[src/rtl/seq_pkg.sv]
// seq_pkg: shared widths, sequencer state encoding and opcode constants.
// STEP_WAIT exists only when STEP_MODE_EN is defined.
package seq_pkg;
    localparam int INSTR_W    = 9;
    localparam int FIFO_DEPTH = 4;
    localparam int LEVEL_W    = $clog2(FIFO_DEPTH + 1);
`ifdef STEP_MODE_EN
    typedef enum logic [1:0] {IDLE, EXEC, STEP_WAIT} state_t;
`else
    typedef enum logic [1:0] {IDLE, EXEC} state_t;
`endif
    localparam logic [2:0] ADD = 3'b000;
    localparam logic [2:0] SUB = 3'b001;
    localparam logic [2:0] NAN = 3'b010;
    localparam logic [2:0] OUT = 3'b100;
    localparam logic [2:0] LDI = 3'b101;
    localparam logic [2:0] REP = 3'b111;
endpackage

[src/rtl/instr_fifo.sv]
// instr_fifo: synchronous FIFO with registered occupancy, full/empty flags and
// show-ahead read data; writes when full and reads when empty are ignored.
module instr_fifo #(
    parameter int W = 9,
    parameter int D = 4
) (
    input  logic                       clock,
    input  logic                       resetn,
    input  logic                       push,
    input  logic [W-1:0]               wdata,
    input  logic                       pop,
    output logic [W-1:0]               rdata,
    output logic                       full,
    output logic                       empty,
    output logic [$clog2(D+1)-1:0]     level
);
    localparam int AW = (D > 1) ? $clog2(D) : 1;
    localparam int LW = $clog2(D + 1);
    localparam logic [AW-1:0] LAST = AW'(D - 1);
    localparam logic [LW-1:0] FULL_LEVEL = LW'(D);
    logic [W-1:0] mem [D];
    logic [AW-1:0] wp, rp;
    logic wr, rd;
    assign full  = level == FULL_LEVEL;
    assign empty = level == '0;
    assign wr    = push && !full;
    assign rd    = pop && !empty;
    assign rdata = mem[rp];
    always_ff @(posedge clock) begin
        if (wr) mem[wp] <= wdata;
    end
    always_ff @(posedge clock) begin
        if (resetn) begin
            wp    <= '0;
            rp    <= '0;
            level <= '0;
        end else begin
            if (wr) wp <= (wp == LAST) ? '0 : wp + 1'b1;
            if (rd) rp <= (rp == LAST) ? '0 : rp + 1'b1;
            level <= level + LW'(wr) - LW'(rd);
        end
    end
endmodule

[src/rtl/instr_sequencer.sv]
// instr_sequencer: queues instruction words and presents each to the control unit
// for four phases. Define STEP_MODE_EN to add the step port and STEP_WAIT state.
module instr_sequencer
    import seq_pkg::*;
(
    input  logic               clock,
    input  logic               resetn,
    input  logic [INSTR_W-1:0] in_instr,
    input  logic               in_valid,
    output logic               in_ready,
    input  logic               halt,
`ifdef STEP_MODE_EN
    input  logic               step,
`endif
    output logic [INSTR_W-1:0] instr,
    output logic [1:0]         count,
    output logic               busy,
    output logic               done,
    output logic [LEVEL_W-1:0] fifo_level
);
    state_t state, state_n;
    logic [INSTR_W-1:0] head;
    logic full, empty, issue, last;
`ifdef STEP_MODE_EN
    localparam state_t AFTER = STEP_WAIT;
    assign issue = !empty && !halt && (state == IDLE || (state == STEP_WAIT && step));
`else
    localparam state_t AFTER = IDLE;
    assign issue = !empty && !halt && (state == IDLE || last);
`endif
    assign last     = state == EXEC && count == 2'b11;
    assign in_ready = !full;

    instr_fifo #(.W(INSTR_W), .D(FIFO_DEPTH)) u_fifo (
        .clock (clock),
        .resetn(resetn),
        .push  (in_valid && in_ready),
        .wdata (in_instr),
        .pop   (issue),
        .rdata (head),
        .full  (full),
        .empty (empty),
        .level (fifo_level)
    );

    // count wraps 11->00 naturally, which is also its idle value
    always_ff @(posedge clock) begin
        if (resetn) begin
            state <= IDLE;
            count <= 2'b00;
            instr <= '0;
        end else begin
            state <= state_n;
            count <= (issue || state != EXEC) ? 2'b00 : count + 2'b01;
            instr <= issue ? head : instr;
        end
    end

    always_comb begin
        state_n = issue ? EXEC : last ? AFTER : state;
    end

    always_comb begin
        busy = state == EXEC;
        done = last;
    end
endmodule

[config.mk]
export PLATFORM = sky130hd
export DESIGN_NAME = instr_sequencer
export DESIGN_NICKNAME = d
export VERILOG_FILES = /design/src/rtl/seq_pkg.sv /design/src/rtl/instr_fifo.sv /design/src/rtl/instr_sequencer.sv
export SDC_FILE = /design/constraint.sdc
export NUM_CORES = 1
export LEC_CHECK = 0
export CORE_ASPECT_RATIO = 0.7
export CORE_MARGIN = 2
export CORE_UTILIZATION = 30
export CTS_CLUSTER_SIZE = 20
export DETAILED_ROUTE_END_ITERATION = 16
export PLACE_DENSITY = 0.53
export RECOVER_POWER = 100
export SYNTH_ARGS = -nofsm -noshare
export SYNTH_HDL_FRONTEND = slang
export SYNTH_HIERARCHICAL = 1
export SYNTH_SLANG_ARGS = --single-unit
export TNS_END_PERCENT = 100
[constraint.sdc]
create_clock -name clock -period 2.8 [get_ports clock]
set_clock_uncertainty 0.15 [all_clocks]
set_input_delay 0.56 -clock clock [delete_from_list [all_inputs] [get_ports clock]]
set_output_delay 0.56 -clock clock [all_outputs]
set_load 0.02 [all_outputs]
==> metrics <==
core area 7417 um2; Inserted Clock Buffers 9; most frequent cells in the layout edfxtp_1 (36), dlygate4sd3_1 (26), dfxtp_1 (21); gr ovfl total 0; nets 210; fmax 379.3 MHz; period utilization 94.16%; Min-Delay Path Class flop to flop; Data required, critical path 2.09 ns; Arrival @ worst endpoint 1.93 ns; leakage 1.077 nW; syn avg cell area 15.56 um2; cell seen most often among critical-path stages inv_1; DP HPWL 2927 um; Cell Chain, Critical Path or3b_1 -> inv_1 -> inv_1 -> clkdlybuf4s50_1; unrepaired setup endpoints after global routing no; Crit. End Element output pin; Post-Route WL 4286 um; Slew Viols, Final 0; PwrDens 867.3 nW/um2; antenna violations before repair 0; Total GRT Usage 11.42%; fin worst setup slack 0.1635 ns; H-tree depth 3; post-CTS sizing 0; Clock Pin Slew Worst Setup and Hold Paths 0.07 ns; Slowest cell on crit path clkdlybuf4s50_1; global-route wire length before repair 6927 um; Least-Margin Pin Slew 0.7132 ns; Antenna diodes 0; vias in the first global route 1352; #FFs+latches synth 57; ANT nets after route 0; Clock Tree Buf Depth 2; Initial Util 31.48%; critical path peak fanout 9; DRT Pass-1 Iters 4; routability cong. 0.6869; CTS tree yes; Die X 109.4 um; post-synth cell types 32; Via density 4.399; worst skew pair latency 0.33 ns; DRC errors left 0; Post-Synthesis Cells 150; crit-path max cell delay 0.53 ns; status finished, final reports clean; post-route minimum period 2.636 ns; die area 8516 um2; count of final hold-check violations 0; cts-stage hold buffer count 0; Layout area overhead 24.65%; relative slew slack 52.45%; Mapped Area 2335 um2; Synth Flop Type edfxtp_1; die height 77.81 um; EDFF count, synth 36; Setup Crit Path Kind flop to output pin; Async SR Flop Fraction 0%; synth warn 6; max cap viols 0; Initial DRC Count 52; startpoint type of the worst setup path flop; final setup vio count 0; worst slack at placement 0.03157 ns; Site Rows 26; Avg WL per Cell 14.73 um; share of layout cells above drive strength 1 15.54%; pin count of the biggest net entering global routing 30; Seq/Total Area, Yosys 64.31%; worst vdd ir 0.3595 mV; sinks on the clock net 57; leading cell type in the layout, fill and taps excluded edfxtp_1; setup bufs post-CTS 0; post-synthesis net count 172; IO Pins 30; I/O Buffers 29; clk root buf clkbuf_8; vias 1280; final setup TNS 0 ns
==> synthesized netlist by cell type (2+ instances only) <==
| cell type | n | area (um2) |
|---|---|---|
| nor2_1 | 5 | 18.77 |
| nor3_1 | 2 | 10.01 |
| clkbuf_1 | 2 | 7.510 |
| mux2i_1 | 10 | 100.1 |
| dfxtp_1 | 21 | 420.4 |
| a21oi_1 | 2 | 10.01 |
| buf_6 | 2 | 22.52 |
| and3_1 | 3 | 18.77 |
| xnor2_1 | 2 | 17.52 |
| mux4_2 | 9 | 202.7 |
| nand2b_1 | 18 | 112.6 |
| edfxtp_1 | 36 | 1081 |
| inv_1 | 9 | 33.78 |
| nand3_1 | 2 | 10.01 |
| ha_1 | 8 | 100.1 |
| nor2b_1 | 3 | 18.77 |
==> kinds of logic (layout without fill, tap and decap cells) <==
family	Yosys count	in the layout	share of synthesized area (%)
compound gates	5	5	1.608
xor+xnor	2	2	0.7504
fa+ha+maj	9	9	5.145
buf+inv	15	58	3.108
flops	57	57	64.31
mux	19	19	12.97
simple gates	43	43	12.11
==> final cells by class <==
class | count | area [um2]
inverters | 9 | 33.78
repair buffers | 33 | 309.0
flip-flops and latches | 57 | 1501
multi-input cells | 78 | 748.2
well taps | 98 | 122.6
clock inverters | 7 | 71.32
fillers | 725 | 4507
clock buffers | 9 | 123.9
==> path summary, 6_finish.rpt <==
path | endpoint | cells after the start | slack [ns] | startpoint
setup / recovery | in_ready | 4 | 0.16 | u_fifo/level[2]
hold / removal | count[0] | 1 | 0.31 | count[0]
hold reg to reg | count[0] | 1 | 0.31 | count[0]
setup reg to reg | u_fifo/level[2] | 11 | 0.25 | u_fifo/level[1]
==> state kept, by name (all words and copies together), names as in the netlist, named ones only <==
register / cells
state: 1
u_fifo/mem: 36
instr: 9
u_fifo/level: 3
u_fifo/wp: 2
count: 2
u_fifo/rp: 2
==> worst max-delay path: cells and delay by family, from the launching register on <==
kind | cells | cell delay (ns)
buf+inv | 3 | 0.69
flops | 1 | 0.41
simple gates | 1 | 0.50
==> per-layer routing <==
metal	up-vias	share of wire (%)	GRT usage, %
li1	619	-	-
met1	624	48	14.29
met2	29	46	17.41
met3	8	5.0	4.538
met4	0	1.4	4.937
met5	-	0	0
==> power breakdown <==
group	internal (mW)	switching, mW
Sequential	1.04	0.0888
Combinational	0.313	0.345
Clock	0.408	0.331
Total	1.76	0.764
==> per-stage QoR <==
stage               cells  cell area, um2  utilization [%]  total power [mW]  hold slack [ns]
finish                291            2910            39.24             2.524           0.3097
global placement      275            2739            36.93             1.829           0.2944
detailed placement    275            2739            36.93             1.860           0.3119
global route          291            2910            39.24             2.672           0.3517
CTS                   291            2934            39.56             2.608           0.3244
floorplan             150            2335                -             1.603           0.3059
No activity file was read; power rests on OpenSTA's default activity.
